<file path="config.mk">
export PLATFORM = sky130hd
export DESIGN_NAME = clk_div_ctrl
export DESIGN_NICKNAME = d
export VERILOG_FILES = /design/src/rtl/clk_div_ctrl.sv
export SDC_FILE = /design/constraint.sdc
export NUM_CORES = 1
export LEC_CHECK = 0
export BUFFER_PORTS_ARGS = -buffer_cell sky130_fd_sc_hd__buf_2
export CORE_MARGIN = 1
export CORE_UTILIZATION = 60
export CTS_BUF_LIST = sky130_fd_sc_hd__clkbuf_16
export CTS_CLUSTER_DIAMETER = 100
export DETAILED_ROUTE_END_ITERATION = 8
export PLACE_DENSITY = 0.91
export SYNTH_ARGS = -nofsm -noshare
export SYNTH_HDL_FRONTEND = slang
export SYNTH_SLANG_ARGS = --single-unit
</file>
<file path="constraint.sdc">
create_clock -name clki -period 3.4 [get_ports clki]
set_clock_uncertainty 0.05 [all_clocks]
set_input_delay 0.34 -clock clki [delete_from_list [all_inputs] [get_ports clki]]
set_output_delay 0.34 -clock clki [all_outputs]
set_load 0.02 [all_outputs]
</file>
<file path="src/rtl/clk_div_ctrl.sv">
// Glitch-safe sequencer for the system clock divider's div_sel/div_en controls.
// Optional power-manager requester port enabled by macro CLK_DIV_CTRL_PM_REQ_EN.
module clk_div_ctrl #(
  parameter int unsigned SETTLE_CYC = 32
) (
  input  logic       clki,
  input  logic       rst,
  input  logic       req0_valid,
  input  logic [1:0] req0_sel,
  input  logic       req0_en,
  output logic       req0_ack,
`ifdef CLK_DIV_CTRL_PM_REQ_EN
  input  logic       req1_valid,
  input  logic [1:0] req1_sel,
  input  logic       req1_en,
  output logic       req1_ack,
`endif
  output logic [1:0] div_sel,
  output logic       div_en,
  output logic       busy
);

  localparam logic [7:0] SettleLoad = 8'(SETTLE_CYC - 1);

  typedef enum logic [2:0] {
    StIdle,
    StBypass,
    StSwitch,
    StEnable,
    StDone
  } state_e;

  state_e     state_q, state_d;
  logic [7:0] cnt_q, cnt_d;
  logic [1:0] tgt_sel_q, tgt_sel_d;
  logic       tgt_en_q, tgt_en_d;
  logic       gnt_id_q, gnt_id_d;
  logic [1:0] div_sel_q, div_sel_d;
  logic       div_en_q, div_en_d;
  logic       ack0_q, ack0_d;
`ifdef CLK_DIV_CTRL_PM_REQ_EN
  logic       ack1_q, ack1_d;
`endif

  logic       gnt;
  logic [1:0] gnt_sel;
  logic       gnt_en;
  logic       gnt_id;
  logic       cnt_zero;

  // Requester 1 (power manager) wins over requester 0 when both are valid.
  always_comb begin
`ifdef CLK_DIV_CTRL_PM_REQ_EN
    gnt = req1_valid | req0_valid;
    if (req1_valid) begin
      gnt_sel = req1_sel;
      gnt_en  = req1_en;
      gnt_id  = 1'b1;
    end else begin
      gnt_sel = req0_sel;
      gnt_en  = req0_en;
      gnt_id  = 1'b0;
    end
`else
    gnt     = req0_valid;
    gnt_sel = req0_sel;
    gnt_en  = req0_en;
    gnt_id  = 1'b0;
`endif
  end

  assign cnt_zero = (cnt_q == 8'd0);

  always_comb begin
    state_d   = state_q;
    cnt_d     = cnt_q;
    tgt_sel_d = tgt_sel_q;
    tgt_en_d  = tgt_en_q;
    gnt_id_d  = gnt_id_q;
    div_sel_d = div_sel_q;
    div_en_d  = div_en_q;

    unique case (state_q)
      StIdle: begin
        if (gnt) begin
          tgt_sel_d = gnt_sel;
          tgt_en_d  = gnt_en;
          gnt_id_d  = gnt_id;
          cnt_d     = SettleLoad;
          if ((gnt_sel == div_sel_q) && (gnt_en == div_en_q)) begin
            state_d = StDone;
          end else if (gnt_sel != div_sel_q) begin
            // Never move the select while the divider is running.
            if (div_en_q) begin
              state_d  = StBypass;
              div_en_d = 1'b0;
            end else begin
              state_d   = StSwitch;
              div_sel_d = gnt_sel;
            end
          end else begin
            state_d  = StEnable;
            div_en_d = gnt_en;
          end
        end
      end
      StBypass: begin
        if (cnt_zero) begin
          state_d   = StSwitch;
          div_sel_d = tgt_sel_q;
          cnt_d     = SettleLoad;
        end else begin
          cnt_d = cnt_q - 8'd1;
        end
      end
      StSwitch: begin
        if (cnt_zero) begin
          if (tgt_en_q) begin
            state_d  = StEnable;
            div_en_d = 1'b1;
            cnt_d    = SettleLoad;
          end else begin
            state_d = StDone;
          end
        end else begin
          cnt_d = cnt_q - 8'd1;
        end
      end
      StEnable: begin
        if (cnt_zero) begin
          state_d = StDone;
        end else begin
          cnt_d = cnt_q - 8'd1;
        end
      end
      StDone: begin
        state_d = StIdle;
      end
      default: begin
        state_d = StIdle;
      end
    endcase

    ack0_d = (state_d == StDone) && (state_q != StDone) && !gnt_id_d;
`ifdef CLK_DIV_CTRL_PM_REQ_EN
    ack1_d = (state_d == StDone) && (state_q != StDone) && gnt_id_d;
`endif
  end

  always_ff @(posedge clki) begin
    if (rst) begin
      state_q   <= StIdle;
      cnt_q     <= 8'd0;
      tgt_sel_q <= 2'b00;
      tgt_en_q  <= 1'b0;
      gnt_id_q  <= 1'b0;
      div_sel_q <= 2'b00;
      div_en_q  <= 1'b0;
      ack0_q    <= 1'b0;
`ifdef CLK_DIV_CTRL_PM_REQ_EN
      ack1_q    <= 1'b0;
`endif
    end else begin
      state_q   <= state_d;
      cnt_q     <= cnt_d;
      tgt_sel_q <= tgt_sel_d;
      tgt_en_q  <= tgt_en_d;
      gnt_id_q  <= gnt_id_d;
      div_sel_q <= div_sel_d;
      div_en_q  <= div_en_d;
      ack0_q    <= ack0_d;
`ifdef CLK_DIV_CTRL_PM_REQ_EN
      ack1_q    <= ack1_d;
`endif
    end
  end

  assign div_sel  = div_sel_q;
  assign div_en   = div_en_q;
  assign busy     = (state_q != StIdle);
  assign req0_ack = ack0_q;
`ifdef CLK_DIV_CTRL_PM_REQ_EN
  assign req1_ack = ack1_q;
`endif

endmodule

</file>
---- Word-level counts from Yosys, hierarchy flattened ----
Cells that the tools add are included.
cells by class
  div/mod/pow operators ................... 0
  shift operators ......................... 0
  $lt $le $gt $ge ......................... 0
  bitwise gates (word level) .............. 0
  $mul .................................... 0
  equal/unequal tests ..................... 17
  add/subtract/negate cells ............... 1
  muxes and demuxes ....................... 29
  reductions and logical operators ........ 14
operators with widths
  cell                 count
  $mux 8               5
  $pmux 8 s4           1
  $mux 3               7
  $ne 2x2->1 const B   8
  $mux 2               6
  $pmux 3 s4           1
  $logic_not 8->1      1
  $sub 8x1->8 const B  1
  $mux 1               7
  $eq 3x2->1 const B   2
  $ne 3x3->1 const B   2
  $reduce_and 6->1     1
  $reduce_and 5->1     1
  $pmux 2 s2           1
  $reduce_and 4->1     1
  $reduce_bool 2->1    2
  $reduce_bool 4->1    1
  $eq 3x1->1 const B   1
  $eq 3x3->1 const B   1
  $logic_and 1x1->1    3
  $logic_not 3->1      1
  $reduce_bool 3->1    1
  $eq 2x2->1           1
  $ne 2x2->1           1
  other kinds (4)      4
word-level totals
  bits in registers ....................... 19
  latch bits .............................. 0
  bits in writable memories ............... 0
  memories ................................ 0
  bits in read-only memories .............. 0

---- Logic depth before layout (Yosys ltp) ----
Gate-level depths: netlist of the first run.
  word-level depth ........................ 8
  mapped depth ............................ 6
  gate-level depth less buffers ........... 6

---- Worst setup path before layout of the first run ----
Ideal clock, no wire load.
  path type ............................... register -> register
  start point ............................. register cnt_q[0]
  end point ............................... register cnt_q[7]
  slack ................................... 1.451 ns
  path buffers ............................ 0
  clock period less this slack ............ 1.949 ns
  required time ........................... 3.267 ns
  library setup time ...................... 0.083 ns
  arrival time ............................ 1.817 ns
  cell stages (with the launch flop) ...... 7
  cell sequence ........................... dfxtp_1 -> inv_1 -> ha_1 -> nor3b_1 -> a211oi_1 -> or4b_1 -> o221ai_1
on the way
  word-level cells in the longest chain between the ends .. 3
ends and longest elaborated chain
  item                                            RTL line  RTL
  start, declared                                 34        logic [7:0] cnt_q, cnt_d;
  start signal, assigned                          165       cnt_q <= cnt_d;
  $sub 8x1->8 or $logic_not 8->1 (tied branches)  --
  $mux 8, or another cell as far along            130       if (cnt_zero) begin
  $pmux 8 s4 or $reduce_and 4->1 (tied branches)  --
Parallel ways exist; a longest one is shown, timed or not. The select of a mux whose other input is x is not followed.
A chain may end at the register's enable or synchronous reset.

---- Worst setup path after layout of the first run ----
  start point ............................. register cnt_q[0]
  end point ............................... register cnt_q[2]
Same word-level chain as after synthesis.

==> metrics, run 1 <==
DRC Markers=0; hold buffers post-CTS=0; Synth Register Bits=19; Worst Max-Slew Pin Slew=0.850 ns; nets=145; Post-DP HPWL=1730 µm; Top FF cell, synth=dfxtp_1; First DRT Iteration DRCs=68; grt met1 use=41.3%; initial antenna violation count=0; critical path, cell by cell=inv_1 > ha_1 > nor3b_1 > nand4_2 > and2_1 > o221a_2; Worst VDD drop=605 µV; antenna cells=0; fin. max-slew vios=0; crit-path max cell delay=0.69 ns; Mapped Cells=128; CTS resizes=0; Power per Cell Area=985 mW/mm²; setup total negative slack=0 ns; post-synth top area cell=dfxtp_1; grt peak-use layer=met2; r2r startpoint=cnt_q[0]$_SDFFE_PP0P_; H-tree Lvls=1; sequential share of the synthesized area=35.1%; run status=finished, final reports clean; fill cell total of the finished layout=108; Post-Syn Area=0.00108 mm²; Worst Path Required=3.49 ns; routability-driven placement congestion ratio=0.848; worst setup path end=cnt_q[2]$_SDFFE_PP0P_; final hold violations=0; Post-synth ARST share=0%; area grow syn2layout=11.7%; unrepaired setup endpoints after global routing=false; Synth Warn #=0; Clock Tree Root=clkbuf_16; Max Fclk=429 MHz; Crit-path slowest cell=nor3b_1; CTS buffer count=3; met3 usage=3.67%; top cell type's share of synthesized area=35.1%; kind of end point of the critical path=flip-flop; crit share post-route=68.6%; layout cells sized above 1=16.2%; Lkg Pwr=0.465 nW; most common cell in the synthesized netlist=dfxtp_1; Syn Area/Cell=8.47 µm²; Pwr Total=0.00119 W; drt via density=6.48; Worst Path Max Fanout=6; Clock Path Buffers=2; die height=44.5 µm; Crit Path Category=reg2reg; Setup crit start=cnt_q[0]$_SDFFE_PP0P_; Clock Sinks=19; vias in the first global route=958; drt total wl=2720 µm; Setup Buffers After CTS=0; core area=0.00159 mm²; final antenna-violating net count=0; Starting Density=68.0%; reg-to-reg slack, setup=1.07 ns; Worst Setup Start Kind=flip-flop; capturing point of the worst reg2reg path=cnt_q[2]$_SDFFE_PP0P_; number of max-cap violations=0; CTS tree=built; Final min period=2.33 ns; DR WL/cell=17.0 µm; Synth cell types=40; Worst EP arrival=2.42 ns; Worst-Skew Late Latency=0.25 ns; Commonest cells post-synth=dfxtp_1, nor2_1, nand2_1; DR pass1 iterations=4; Buf/Inv on CP=1; row cnt=14; grt ovf=0; Slew headroom=42.9%; Post-Synthesis Net Count=136; Area contributors post-synth=dfxtp_1, nand2b_1, nor2_1; gr usage total=30.4%; Crit path max-delay family=simple AND/OR/NAND/NOR gates; full die area=0.00198 mm²; worst hold path class=in2reg; die width=44.5 µm; first-pass GRT wire length=4370 µm; DR vias=1036; Post-synth EDFFs=0; WHS=0.307 ns; FF-to-FF path depth=6; Levels on crit path=6; # IOs=11; largest net degree at the start of global routing=21; port bufs=10; Reg clk slew, reported paths=0.05 ns; met2 Use GR=48.5%; Setup violations, final=0
## sequential cells by signal, summed over array words and instances, names as in the netlist
register and count:
div_en 1, tgt_sel_q 2, gnt_id_q 1, cnt_q 8, req0_ack 1, tgt_en_q 1
state_q 3, div_sel 2
## cell usage in the layout, fill, tap and decap left out, types with 2 or more instances in the layout
master / count
dfxtp_1: 19
nor2b_1: 2
nand2_1: 9
nand3_1: 4
ha_1: 2
nand4_1: 2
or2_2: 5
a211oi_1: 3
xnor2_1: 4
o221a_2: 2
a21oi_1: 7
a21o_1: 4
nor3_1: 2
nand2b_1: 7
a31oi_1: 4
or4b_1: 2
inv_1: 8
buf_2: 10
a311oi_1: 2
o22ai_1: 2
nor3b_1: 2
a221oi_1: 4
and2_1: 2
clkbuf_16: 3
o221ai_1: 3
nor2_1: 10
## routing by layer
layer	routed length, µm	vias up
li1	-	495
met1	1210	478
met2	1270	52
met3	145	11
met4	95	0
met5	0	-
## layout make-up
cell class              count  area [µm²]  area share [%]
clock inverters             1        3.75           0.310
well taps                  24        30.0            2.48
inverters                   7        26.3            2.17
flip-flops and latches     19         380            31.4
clock buffers               3        75.1            6.20
multi-input cells          96         644            53.3
repair buffers             10        50.0            4.14
## per-stage QoR
| stage | area (µm²) | worst slack (ns) | cells | utilization, % |
|---|---|---|---|---|
| 6_report | 1210 | 1.07 | 160 | 75.9 |
| 5_1_grt | 1210 | 0.924 | 160 | 75.9 |
| 3_5_place_dp | 1130 | 1.16 | 156 | 71.0 |
| 3_3_place_gp | 1130 | 1.29 | 156 | 71.0 |
| 4_1_cts | 1210 | 1.10 | 160 | 75.9 |
| 2_1_floorplan | 1080 | 1.45 | 128 | - |
## worst min-delay path, delay by kind of cell
family          cells  cell delay (ns)
compound gates      1             0.05
simple gates        1             0.05
buf+inv             1             0.11
## cell families (layout without fill, tap and decap cells)
family | Yosys count | count (layout) | synth area share [%]
adders and majority gates | 2 | 2 | 2.31
buffers and inverters | 13 | 21 | 5.43
muxes | 1 | 1 | 0.924
and+or+nand+nor | 53 | 53 | 27.8
xor gates and xnor gates | 5 | 5 | 4.04
DFF | 19 | 19 | 35.1
AOI/OAI and AO/OA | 35 | 35 | 24.4
## worst min-delay path by stage
stage          slack, ns  depth (start not counted)                         to                start
2_1_floorplan       0.37                          2        gnt_id_q$_SDFF_PP0_  gnt_id_q$_SDFF_PP0_
3_3_place_gp        0.39                          2        gnt_id_q$_SDFF_PP0_  gnt_id_q$_SDFF_PP0_
3_5_place_dp        0.41                          2        gnt_id_q$_SDFF_PP0_  gnt_id_q$_SDFF_PP0_
4_1_cts             0.31                          3  tgt_sel_q[1]$_SDFFE_PP0P_          req0_sel[1]
5_1_grt             0.33                          3  tgt_sel_q[1]$_SDFFE_PP0P_          req0_sel[1]
6_report            0.31                          3  tgt_sel_q[1]$_SDFFE_PP0P_          req0_sel[1]
## report_power, final
group	total [W]	switching, W	internal, W
Clock	0.000234	0.0000782	0.000156
Sequential	0.000384	0.0000903	0.000294
Combinational	0.000573	0.000354	0.000219
No activity file was read; power rests on OpenSTA's default activity.
==> run 2: changes to the inputs <==
--- a/config.mk
+++ b/config.mk
@@ -5,13 +5,14 @@
 export SDC_FILE = /design/constraint.sdc
 export NUM_CORES = 1
 export LEC_CHECK = 0
+export ABC_AREA = 1
 export BUFFER_PORTS_ARGS = -buffer_cell sky130_fd_sc_hd__buf_2
 export CORE_MARGIN = 1
-export CORE_UTILIZATION = 60
+export CORE_UTILIZATION = 58
 export CTS_BUF_LIST = sky130_fd_sc_hd__clkbuf_16
 export CTS_CLUSTER_DIAMETER = 100
 export DETAILED_ROUTE_END_ITERATION = 8
-export PLACE_DENSITY = 0.91
+export PLACE_DENSITY = 0.88
 export SYNTH_ARGS = -nofsm -noshare
 export SYNTH_HDL_FRONTEND = slang
 export SYNTH_SLANG_ARGS = --single-unit
==> constraint.sdc (replaced) <==
create_clock -name clki -period 2.3 [get_ports clki]
set_clock_uncertainty 0.05 [all_clocks]
set_input_delay 0.23 -clock clki [delete_from_list [all_inputs] [get_ports clki]]
set_output_delay 0.23 -clock clki [all_outputs]
set_load 0.02 [all_outputs]
==> run 2 against run 1 <==
Effect of this change:
- sequential power rose by 41%
- sequential share of layout area shrank 4.3 points
- synthesized cell count rose by 46%
- via count rose by 20%
- critical path depth up 4
- sequential cell count unchanged
- register-to-register slack got worse by 0.40 ns
- cell area up 16%
- utilization down 5.1 points
- fmax rose by 43%
- largest cell class unchanged
==> metrics, run 2 <==
Post-synth EDFFs=0 (unchanged); initial antenna violation count=0 (unchanged); capturing point of the worst reg2reg path=div_sel[1]$_SDFFE_PP0P_; Post-Synthesis Net Count=195 (+43%); critical path, cell by cell=inv_1 > ha_1 > nand3_2 > nor2_8 > nor2_2 > nor2_2 > nand3_1 > nand2_1 > inv_1 > nor2_1; grt ovf=0 (unchanged); H-tree Lvls=1 (unchanged); Reg area=380 µm² (unchanged); nets=208 (+43%); Buf/Inv on CP=2 (+1); hold path cells=3 (unchanged); Synth Register Bits=19 (unchanged); Slew headroom=76.7% (+34 points); Worst-Skew Late Latency=0.25 ns (about the same); Crit Path Category=reg2reg; FF-to-FF path depth=10 (+4); fill cell total of the finished layout=149 (+38%); vias in the first global route=1173 (+22%); CTS resizes=0 (unchanged); die height=48.4 µm (+8.7%); Setup violations, final=0 (unchanged); Reg clk slew, reported paths=0.05 ns (about the same); port bufs=10 (unchanged); core area=0.00198 mm² (+24%); crit share post-route=70.8% (+2.3 points); DR pass1 iterations=4 (unchanged); layout cells sized above 1=20.6% (+4.4 points); most common cell in the synthesized netlist=nand2_1; Worst Path Required=2.43 ns (-1.06 ns); Regs by FF count=cnt_q: 8 flops, state_q: 3 flops; Syn Area/Cell=6.67 µm² (-21%); die width=48.4 µm (+8.7%); antenna cells=0 (unchanged); run status=finished, final reports clean; First DRT Iteration DRCs=43 (-37%); Clock Tree Root=clkbuf_16; Post-DP HPWL=2030 µm (+17%); Worst VDD drop=921 µV (+52%); multi-input logic area=718 µm² (+11%); fin. max-slew vios=0 (unchanged); Max Fclk=614 MHz (+43%); DR vias=1242 (+20%); area grow syn2layout=12.4%; kind of end point of the critical path=flip-flop; full die area=0.00234 mm² (+18%); Synth cell types=28 (-30%); Top FF cell, synth=dfxtp_1; gr usage total=26.5% (-3.9 points); hold buffers post-CTS=0 (unchanged); Crit-path slowest cell=dfxtp_1; hold path start=req0_en; Worst Max-Slew Pin Slew=0.349 ns (-0.501 ns); max reg flops=8 (unchanged); post-synth top area cell=dfxtp_1; Area contributors post-synth=dfxtp_1, nand2_1, inv_1; most common cell after layout, fill and taps aside=nand2_1; sequential share of the synthesized area=30.5% (-4.6 points); worst hold path class=in2reg; Synth Warn #=0 (unchanged); most frequent cells in the layout=nand2_1, inv_1, nor2_1, dfxtp_1, nand3_1; routability-driven placement congestion ratio=0.922 (+8.7%); first-pass GRT wire length=4930 µm (+13%); Worst Setup Start Kind=flip-flop; Commonest cells post-synth=nand2_1, inv_1, dfxtp_1, nor2_1, nand3_1; Lkg Pwr=0.689 nW (+48%); DR WL/cell=13.0 µm (-24%); row cnt=16 (+2); Final min period=1.63 ns (-0.702 ns); unrepaired setup endpoints after global routing=false; setup total negative slack=0 ns (unchanged); DRC Markers=0 (unchanged); Clock Sinks=19 (unchanged); CTS buffer count=3 (unchanged); Mapped Cells=187 (+46%); drt via density=5.50 (-15%); Post-Syn Area=0.00125 mm² (+15%); crit-path max cell delay=0.32 ns (-0.37 ns); Setup Buffers After CTS=0 (unchanged); number of max-cap violations=0 (unchanged); Starting Density=62.9% (-5.0 points); # IOs=11 (unchanged); Post-synth ARST share=0% (unchanged); Worst EP arrival=1.76 ns (-0.66 ns); final antenna-violating net count=0 (unchanged); CTS tree=built; Clock Path Buffers=2 (unchanged); reg-to-reg slack, setup=0.67 ns (-0.40 ns); hold endpoint=tgt_en_q$_SDFFE_PP0P_; Power per Cell Area=1440 mW/mm² (+47%); final core utilization=70.8% (-5.1 points); Worst Path Max Fanout=7 (+1); Crit path max-delay family=simple AND/OR/NAND/NOR gates; largest net degree at the start of global routing=12 (-43%); drt total wl=2940 µm (+8.0%); top cell type's share of synthesized area=30.5% (-4.6 points); r2r startpoint=cnt_q[0]$_SDFFE_PP0P_; final hold violations=0 (unchanged); Biggest register=cnt_q
run 2: cell count changes after synthesis, moves of 8 or more:
cell / before / now
inv_1: 7 / 28
nand2_1: 9 / 40
nand3_1: 4 / 12
nor2_1: 10 / 19
o21ai_0: 0 / 10
run 2: worst max-delay path by stage:
stage	from	to	cells past startpoint	slack, ns
2_1_floorplan	cnt_q[0]$_SDFFE_PP0P_	cnt_q[2]$_SDFFE_PP0P_	11	0.87
3_3_place_gp	cnt_q[0]$_SDFFE_PP0P_	div_sel[1]$_SDFFE_PP0P_	10	0.80
3_5_place_dp	cnt_q[0]$_SDFFE_PP0P_	div_sel[1]$_SDFFE_PP0P_	10	0.74
4_1_cts	cnt_q[0]$_SDFFE_PP0P_	div_sel[1]$_SDFFE_PP0P_	10	0.70
5_1_grt	cnt_q[0]$_SDFFE_PP0P_	div_sel[1]$_SDFFE_PP0P_	10	0.57
6_report	cnt_q[0]$_SDFFE_PP0P_	div_sel[1]$_SDFFE_PP0P_	10	0.67
run 2: final cells by class:
type                            instances  share of cell area [%]
Clock buffer                            3                    5.35
Clock inverter                          1                   0.357
Inverter                               36                    9.99
Multi-Input combinational cell        130                    51.2
Sequential cell                        19                    27.1
Tap cell                               27                    2.41
Timing Repair Buffer                   10                    3.57
run 2: layer usage:
layer	routed length [µm]	share of wire [%]	vias to the layer above	track usage, %
li1	-	-	617	-
met1	1280	44	562	32.1
met2	1390	47	46	45.1
met3	168	5.7	17	4.72
met4	100	3.4	0	13.2
met5	0	0	-	0
run 2: cell families after synthesis:
family                   after synthesis  synth area share (%)
AO/OA/AOI/OAI                         31                  14.5
AND/OR/NAND/NOR                       95                  39.6
XOR/XNOR                               2                  1.40
flip-flops                            19                  30.5
adder cells (fa/ha/maj)                2                  2.01
buffers and inverters                 38                  11.9
run 2: worst reg2reg max path, delay by kind of cell (launching register included):
kind,cells,cell delay [ns]
adder cells (fa/ha/maj),1,0.19
buffers and inverters,2,0.15
flip-flops,1,0.32
AND/OR/NAND/NOR,7,0.86
run 2: metrics by stage:
stage	power, W	hold slack, ns	setup WS [ns]	area (µm²)	instances
after floorplan	0.00140	0.323	0.870	1250	187
after global placement	0.00157	0.386	0.804	1320	222
after detailed placement	0.00161	0.398	0.738	1320	222
after CTS	0.00200	0.206	0.696	1400	226
after global routing	0.00216	0.228	0.573	1400	226
final	0.00202	0.210	0.671	1400	226
run 2: power by group:
| part | internal (W) | total (W) | switching, W |
|---|---|---|---|
| clock | 0.000233 | 0.000362 | 0.000129 |
| sequential | 0.000431 | 0.000540 | 0.000109 |
| combinational | 0.000370 | 0.00112 | 0.000753 |
==> run 3: changes to the inputs <==
==> config.mk (replaced) <==
export PLATFORM = sky130hd
export DESIGN_NAME = clk_div_ctrl
export DESIGN_NICKNAME = d
export VERILOG_FILES = /design/src/rtl/clk_div_ctrl.sv
export SDC_FILE = /design/constraint.sdc
export NUM_CORES = 1
export LEC_CHECK = 0
export ABC_AREA = 0
export BUFFER_PORTS_ARGS = -buffer_cell sky130_fd_sc_hd__buf_2
export CORE_MARGIN = 1
export CORE_UTILIZATION = 56
export CTS_BUF_LIST = sky130_fd_sc_hd__clkbuf_16
export CTS_CLUSTER_DIAMETER = 100
export DETAILED_ROUTE_END_ITERATION = 8
export PLACE_DENSITY = 0.86
export SYNTH_ARGS = -nofsm -noshare
export SYNTH_HDL_FRONTEND = slang
export SYNTH_SLANG_ARGS = --single-unit
==> constraint.sdc (replaced) <==
create_clock -name clki -period 1.7 [get_ports clki]
set_clock_uncertainty 0.05 [all_clocks]
set_input_delay 0.17 -clock clki [delete_from_list [all_inputs] [get_ports clki]]
set_output_delay 0.17 -clock clki [all_outputs]
set_load 0.02 [all_outputs]
==> run 3 against run 2 <==
Effect of this change:
- combinational power up 57%
- worst hold slack worse by 0.071 ns
- critical path depth shrank 4
- sequential cell count is the same
- cell area increased by 3.5%
- clock power grew 34%
- sequential power grew 34%
- die area shrank 9.6%
- fmax is 3.9% lower
- via count down 4.0%
- routed wire length up 14%
- critical endpoint is now cnt_q[2]$_SDFFE_PP0P_
- largest power group unchanged
==> metrics, run 3 (synthesized netlist as in run 1, its figures left out) <==
vias in the first global route=1127 (-3.9%); First DRT Iteration DRCs=69 (+60%); core area=0.00176 mm² (-11%); Final WS setup=0.00499 ns (-0.666 ns); layout cells sized above 1=37.8% (+17 points); Setup violations, final=0 (unchanged); fin. max-slew vios=0 (unchanged); hold buffers post-CTS=0 (unchanged); die width=46.0 µm (-4.9%); worst hold path class=in2reg; Clock Tree Root=clkbuf_16; Reg clk slew, reported paths=0.06 ns (about the same); Clock Path Buffers=2 (unchanged); grt ovf=0 (unchanged); Worst Path Required=1.79 ns (-0.64 ns); max reg flops=8 (unchanged); run status=finished, final reports clean; DRC Markers=0 (unchanged); Post-DP HPWL=2010 µm (-1.0%); first-pass GRT wire length=5180 µm (+5.2%); final hold violations=0 (unchanged); Biggest register=cnt_q; H-tree Lvls=1 (unchanged); Pwr Total=0.00297 W (+47%); Slew headroom=70.6% (-6.1 points); Final min period=1.70 ns (+0.0663 ns); Worst VDD drop=1370 µV (+49%); Lkg Pwr=0.581 nW (-16%); unrepaired setup endpoints after global routing=true; gr usage total=34.9% (+8.4 points); final antenna-violating net count=0 (unchanged); Worst-Skew Late Latency=0.25 ns (about the same); Max Fclk=590 MHz (-3.9%); setup total negative slack=0 ns (unchanged); most frequent cells in the layout=buf_4, dfxtp_1, nor2_1, buf_2, nand2_1; die height=46.0 µm (-4.9%); Worst Max-Slew Pin Slew=0.438 ns (+0.0889 ns); Power per Cell Area=2050 mW/mm² (+42%); Worst EP arrival=1.79 ns (+0.03 ns); initial antenna violation count=0 (unchanged); # IOs=11 (unchanged); Worst Path Max Fanout=5 (-2); row cnt=15 (-1); full die area=0.00211 mm² (-9.6%); most common cell after layout, fill and taps aside=buf_4; Regs by FF count=cnt_q: 8 flops, state_q: 3 flops; Setup crit start=cnt_q[0]$_SDFFE_PP0P_; final core utilization=82.3% (+11 points); CTS tree=built; port bufs=10 (unchanged); Worst Setup Start Kind=flip-flop; crit share post-route=99.7% (+29 points); DR WL/cell=18.5 µm (+42%); critical path, cell by cell=inv_2 > ha_4 > nor3b_4 > nand4_2 > and2_4 > o221a_2; CTS buffer count=3 (unchanged); worst slack, placed=-0.0163 ns (-0.754 ns); routability-driven placement congestion ratio=0.846 (-8.2%); hold path start=req0_sel[0]; crit-path max cell delay=0.36 ns (+0.04 ns); area grow syn2layout=33.9%; kind of end point of the critical path=flip-flop; Starting Density=61.4% (-1.5 points); Crit-path slowest cell=nor3b_4; drt total wl=3340 µm (+14%); antenna cells=0 (unchanged); nets=165 (-21%); DR pass1 iterations=4 (unchanged); r2r startpoint=cnt_q[0]$_SDFFE_PP0P_; Clock Sinks=19 (unchanged); Crit Path Category=reg2reg; number of max-cap violations=0 (unchanged); DR vias=1192 (-4.0%); drt via density=6.59 (+20%); FF-to-FF path depth=6 (-4); hold path cells=3 (unchanged); largest net degree at the start of global routing=15 (+3)
==> run 3: changes by cell type in the layout (fill, tap and decap cells not counted), moves of 6 or more <==
cell,change
inv_1,-23
nor2_1,-9
nand2_1,-31
nand2b_1,+7
o21ai_1,-6
nand3_1,-9
buf_4,+20
o21ai_0,-10
==> run 3: worst paths after layout <==
path | end | slack, ns
max | cnt_q[2]$_SDFFE_PP0P_ | 0.005
min | tgt_sel_q[0]$_SDFFE_PP0P_ | 0.14
max reg2reg | cnt_q[2]$_SDFFE_PP0P_ | 0.005
min reg2reg | gnt_id_q$_SDFF_PP0_ | 0.40
==> run 3: critical path, delay by kind of cell (launching register included) <==
kind                     cells  cell delay [ns]
AND/OR/NAND/NOR              3             0.76
flip-flops                   1             0.32
AO/OA/AOI/OAI                1             0.26
adder cells (fa/ha/maj)      1             0.13
buffers and inverters        1             0.07
==> run 3: per-stage QoR <==
| step | area (µm²) | hold WS (ns) | cells |
|---|---|---|---|
| floorplan | 1100 | 0.256 | 128 |
| finish | 1450 | 0.139 | 181 |
| global placement | 1290 | 0.388 | 176 |
| detailed placement | 1290 | 0.397 | 176 |
| CTS | 1410 | 0.143 | 181 |
| global route | 1450 | 0.164 | 181 |
==> run 3: final cells by class <==
type	instances	area [µm²]
Clock buffer	3	75.1
Clock inverter	1	5.00
Fill cell	111	313
Inverter	7	26.3
Multi-Input combinational cell	96	732
Sequential cell	19	382
Tap cell	25	31.3
Timing Repair Buffer	30	200
==> run 3: where the power goes <==
group,switching [W],internal [W]
clock,0.000171,0.000316
sequential,0.000136,0.000589
combinational,0.000966,0.000797
total,0.00127,0.00170
==> run 3: layer usage <==
metal / global-route usage [%] / part of all wire, % / wire [µm]
met2: 56.1 / 48 / 1610
met1: 42.8 / 39 / 1300
met3: 7.14 / 9.0 / 302
met5: 0 / 0 / 0
met4: 19.4 / 4.1 / 136
==> run 3: repair_timing <==
item	CTS	global route
resized for setup	6	10
pin swaps	4	5
setup buffers	1	0
setup endpoints to repair	11	9
